--- config.mk ---
export PLATFORM = sky130hd
export DESIGN_NAME = mem_arbiter
export DESIGN_NICKNAME = d
export VERILOG_FILES = /design/src/rtl/mem_arbiter.sv
export SDC_FILE = /design/constraint.sdc
export NUM_CORES = 1
export LEC_CHECK = 0
export CORE_ASPECT_RATIO = 1.75
export CORE_MARGIN = 1.5
export CORE_UTILIZATION = 25
export DETAILED_ROUTE_END_ITERATION = 7
export PLACE_DENSITY = 0.6
export SETUP_SLACK_MARGIN = 0.2
export SYNTH_ARGS = -nofsm -noshare
export SYNTH_HDL_FRONTEND = slang
export SYNTH_SLANG_ARGS = --single-unit
--- constraint.sdc ---
create_clock -name clk -period 2.9 [get_ports clk]
set_clock_uncertainty 0.15 [all_clocks]
set_input_delay 0.435 -clock clk [delete_from_list [all_inputs] [get_ports clk]]
set_output_delay 0.435 -clock clk [all_outputs]
set_load 0.02 [all_outputs]
--- src/rtl/mem_arbiter.sv ---
// mem_arbiter: two-port (instruction fetch / data access) arbiter in front of a
// single-port synchronous RAM with one cycle of read latency.
//
// Ports:
//   clk, reset                  clock and asynchronous active-high reset
//   i_req/i_addr                fetch request and byte address
//   i_rdata/i_ready             fetched word (held between fetches), completion pulse
//   d_req/d_we/d_addr/d_wdata   data request, write select, byte address, write data
//   d_rdata/d_ready             read data (held between reads), completion pulse
//   mem_addr/mem_wdata/mem_we   RAM word address, write data, write enable
//   mem_rdata                   RAM read data, valid the cycle after issue
//   busy                        high while a transaction is in its RAM latency cycle
module mem_arbiter #(
    parameter int unsigned ADDR_W = 5,
    parameter int unsigned DATA_W = 32
) (
    input  logic              clk,
    input  logic              reset,
    input  logic              i_req,
    input  logic [31:0]       i_addr,
    output logic [DATA_W-1:0] i_rdata,
    output logic              i_ready,
    input  logic              d_req,
    input  logic              d_we,
    input  logic [31:0]       d_addr,
    input  logic [DATA_W-1:0] d_wdata,
    output logic [DATA_W-1:0] d_rdata,
    output logic              d_ready,
    output logic [ADDR_W-1:0] mem_addr,
    output logic [DATA_W-1:0] mem_wdata,
    output logic              mem_we,
    input  logic [DATA_W-1:0] mem_rdata,
    output logic              busy
);

    typedef enum logic {StIdle, StWait} state_t;

    state_t              r_state;
    state_t              w_state_d;
    logic                r_last_grant_d;  // 1: last grant went to the data port
    logic                r_wait_d;        // port owning the outstanding transaction
    logic                r_wait_we;       // outstanding transaction is a write
    logic [ADDR_W-1:0]   r_mem_addr;
    logic [DATA_W-1:0]   r_i_hold;
    logic [DATA_W-1:0]   r_d_hold;

    logic                w_issue;
    logic                w_grant_d;
    logic [ADDR_W-1:0]   w_sel_addr;
    logic                w_unused;

    // Only the word-address bits reach the RAM; the rest wrap silently.
    assign w_unused = ^{i_addr[31:ADDR_W+2], i_addr[1:0], d_addr[31:ADDR_W+2], d_addr[1:0]};

    always_comb begin
        w_state_d = r_state;
        w_issue   = 1'b0;
        w_grant_d = 1'b0;
        case (r_state)
            StIdle: begin
                // Gated by reset so the RAM sees nothing while reset is held.
                if (!reset && (i_req || d_req)) begin
                    w_issue   = 1'b1;
                    // On a tie the port that did not win last time goes first.
                    w_grant_d = d_req && (!i_req || !r_last_grant_d);
                    w_state_d = StWait;
                end
            end
            StWait: begin
                w_state_d = StIdle;
            end
            default: begin
                w_state_d = StIdle;
            end
        endcase
    end

    assign w_sel_addr = w_grant_d ? d_addr[ADDR_W+1:2] : i_addr[ADDR_W+1:2];

    assign mem_addr  = w_issue ? w_sel_addr : r_mem_addr;
    assign mem_we    = w_issue && w_grant_d && d_we;
    assign mem_wdata = d_wdata;
    assign busy      = (r_state == StWait);

    assign i_ready = (r_state == StWait) && !r_wait_d;
    assign d_ready = (r_state == StWait) && r_wait_d;

    // Pass RAM data straight through in the ready cycle, then serve from the hold.
    assign i_rdata = i_ready ? mem_rdata : r_i_hold;
    assign d_rdata = (d_ready && !r_wait_we) ? mem_rdata : r_d_hold;

    always_ff @(posedge clk or posedge reset) begin
        if (reset) begin
            r_state        <= StIdle;
            r_last_grant_d <= 1'b0;
            r_wait_d       <= 1'b0;
            r_wait_we      <= 1'b0;
            r_mem_addr     <= '0;
            r_i_hold       <= '0;
            r_d_hold       <= '0;
        end else begin
            r_state <= w_state_d;
            if (w_issue) begin
                r_last_grant_d <= w_grant_d;
                r_wait_d       <= w_grant_d;
                r_wait_we      <= mem_we;
                r_mem_addr     <= w_sel_addr;
            end
            if (i_ready) begin
                r_i_hold <= mem_rdata;
            end
            if (d_ready && !r_wait_we) begin
                r_d_hold <= mem_rdata;
            end
        end
    end

endmodule
==> key figures <==
Status
  • Outcome: completed

Critical path
  • Register-to-Register Setup Slack: 1.27 ns
  • FF-to-FF path depth: 4
  • Arrival time at the worst endpoint: 2.08 ns
  • Kind of start point of the critical path: primary input
  • FF-to-FF Start: busy
  • Critical path destination: mem_addr[3]
  • Critical Setup Path Class: in -> out
  • Max Fanout on Critical Path: 5
  • Required time of the worst setup path: 2.32 ns
  • Capture instance of the worst register-to-register path: r_mem_addr[3]
  • Start point of the critical path: reset
  • Endpoint kind of the worst setup timing path: output pin

Final layout
  • Count of non-filler cells in the finished layout: 489
  • Net count of the finished layout: 449
  • Area growth from synthesis to layout: 46.76%
  • Fraction of layout cells with a size suffix above 1: 33.02%
  • Ant diodes: 0
  • Final core area utilization: 37.62%

Route
  • Count of vias placed by the detailed router: 2067
  • Post-detailed-route DRC marker count: 0
  • Number of nets still failing antenna checks after routing: 0
  • Drt first-iter violations: 50
  • Vias per cell: 4.227
  • 1st-pass router iterations: 4
  • Avg WL per Cell: 15.76 µm
  • Routed wire length: 7709 µm

Synthesis
  • Synth Cell Area: 0.003187 mm²
  • Share of async-settable or async-resettable flops after synthesis: 100.0%
  • Cells after synthesis: 212
  • Average cell area after synthesis: 15.03 µm²
  • Fraction of the yosys area taken by sequential cells: 56.54%
  • Yosys cell types: 25
  • Synthesis warning total: 0
  • Most common flop cell mapped by yosys: sky130_fd_sc_hd__dfrtp_1
  • Synthesized netlist net count: 345
  • Flops & latches, synth: 72
  • Number of enable flip-flop cells after synthesis: 0

Floorplanning
  • Horizontal die dimension: 88.35 µm
  • Core ar.: 0.01243 mm²
  • I/O pin total: 238
  • Die boundary height: 152.4 µm
  • Starting Density: 25.63%
  • Floorplan row count: 54
  • Die footprint: 0.01346 mm²

Clocking
  • Total number of clock tree sinks: 72
  • Skew-Pair Late Insertion Delay: 0.32 ns
  • Root Buffer Master: sky130_fd_sc_hd__clkbuf_16
  • Hold-fix buffer count after cts: 0
  • Number of setup buffers added after CTS: 0
  • Clock buffers created by TritonCTS: 9
  • Deepest level of the CTS H-tree: 3
  • Clock transition at the registers of the reported paths: 0.06 ns
  • TritonCTS clock tree: done
  • Bufs on Longest Clock Path: 2

Placed design
  • GPL Wtd Cong: 0.7277
  • Port bufs: 119
  • Dpl hpwl: 5566 µm
  • Number of cells in the design after placement: 473

Global route
  • Wire length of the first global-routing pass: 11790 µm
  • Aggregate global routing overflow: 0
  • Number of antenna violations at the first check in global routing: 0
  • Gr usage total: 11.70%
  • Number of global-route vias before repair: 2359
  • Largest net degree at the start of global routing: 43

Timing
  • Tmin final: 2.660 ns
  • Highest achievable clock rate: 375.9 MHz
  • Worst hold-check slack: 0.3384 ns
  • Fin crit share: 91.73%
  • Worst slew margin: 52.13%
  • Setup repair after global routing missed its margin: true
  • Final Max Slew Viols: 0
  • Final Hold Violating Endpoints: 0
  • Slew at the pin closest to its max-slew limit: 0.7170 ns
  • # setup viols final: 0

Min path
  • Hold Path Stages: 1
  • Kind of path behind the tightest hold check: reg -> reg

Power and ir drop
  • Power density over the cells: 920.6 mW/mm²
  • Max IR drop VDD: 0.2921 mV
  • Leakage power total: 2.185 nW

Run
  • Max-capacitance violation count: 0
through the flow:
step	instance area (µm²)	power [mW]	setup WS [ns]	TNS, ns
global placement	4393	3.457	-0.09110	-0.2670
finish	4677	4.305	0.2397	0
CTS	4644	4.379	0.1749	0
floorplan	3187	2.633	0.4901	0
detailed placement	4393	3.490	-0.07551	-0.2073
global route	4677	4.535	0.1907	0
how the worst min path moves through the flow:
stage	from	end	slack, ns
6_report	r_d_hold[31]	r_d_hold[31]	0.34
5_1_grt	r_d_hold[1]	r_d_hold[1]	0.35
4_1_cts	r_d_hold[26]	r_d_hold[26]	0.34
3_5_place_dp	r_d_hold[1]	r_d_hold[1]	0.33
3_3_place_gp	r_d_hold[29]	r_d_hold[29]	0.33
2_1_floorplan	r_wait_we	r_wait_we	0.31
critical path, stage by stage:
cell and delay, ns:
sky130_fd_sc_hd__clkdlybuf4s50_1 0.43, sky130_fd_sc_hd__buf_4 0.15, sky130_fd_sc_hd__or2_2 0.32, sky130_fd_sc_hd__o21ai_0 0.24, sky130_fd_sc_hd__o311ai_2 0.18, sky130_fd_sc_hd__clkdlybuf4s15_1 0.32
placed cells by master (no fill, tap or decap), drive strengths merged:
cell type       n
bufinv          1
clkinv          3
clkinvlp        1
dlymetal6s2s    4
nand4           5
inv             7
or2             1
nor2            2
clkbuf         11
o21ai           6
clkdlybuf4s50  54
nand2           1
dfrtp          72
dlygate4sd2    59
buf            16
nor2b           1
and3            1
a22o            1
a21o            1
o311ai          5
and2            2
mux2           64
nand2b          1
clkdlybuf4s15   2
metal layers:
metal  part of all wire [%]  up-vias  GRT usage [%]
met4                    4.4        0          7.664
met2                     56       81          21.96
met1                     34     1040          10.55
met5                      0        -              0
met3                    5.6       38          2.763
li1                       -      908              -
report_power, final:
part	switching, mW	total [mW]	internal [mW]
Combinational	0.894	1.75	0.858
Clock	0.398	1.09	0.687
Sequential	0.106	1.47	1.36
sequential cells by signal, summed over array words and instances (netlist names):
| signal | flops |
|---|---|
| r_d_hold | 32 |
| busy | 1 |
| r_wait_we | 1 |
| r_mem_addr | 5 |
| r_wait_d | 1 |
| r_i_hold | 32 |
cells in the mapped netlist (all sizes together), types with 2 or more instances:
| library cell | n | area (µm²) |
|---|---|---|
| o21ai | 6 | 30.02 |
| and2 | 2 | 15.02 |
| o311ai | 5 | 43.79 |
| buf | 40 | 339.1 |
| clkbuf | 2 | 8.750 |
| dfrtp | 72 | 1802 |
| nand4 | 5 | 31.28 |
| nor2 | 2 | 10.01 |
| inv | 7 | 26.28 |
| mux2 | 64 | 833.3 |
timing repair:
action,CTS,global route
endpoints found under the setup margin,70,12
gates resized for setup,68,12
cloned,0,0
pin swaps,0,0
logic make-up (layout without fill, tap and decap cells):
family	Yosys count	in the layout	synth area share [%]
flip-flops	72	72	56.54
AND/OR/NAND/NOR	14	14	2.749
AO/OA/AOI/OAI	13	13	2.827
buffers and inverters	49	158	11.74
multiplexers	64	64	26.15
layout make-up:
| class | instances | area (µm²) |
|---|---|---|
| fillers | 1253 | 7755 |
| flip-flops and latches | 72 | 1803 |
| well taps | 168 | 210.2 |
| clock inverters | 5 | 56.30 |
| multi-input cells | 91 | 1042 |
| inverters | 7 | 26.28 |
| repair buffers | 135 | 1296 |
| clock buffers | 11 | 242.7 |
No activity file was read; power rests on OpenSTA's default activity.
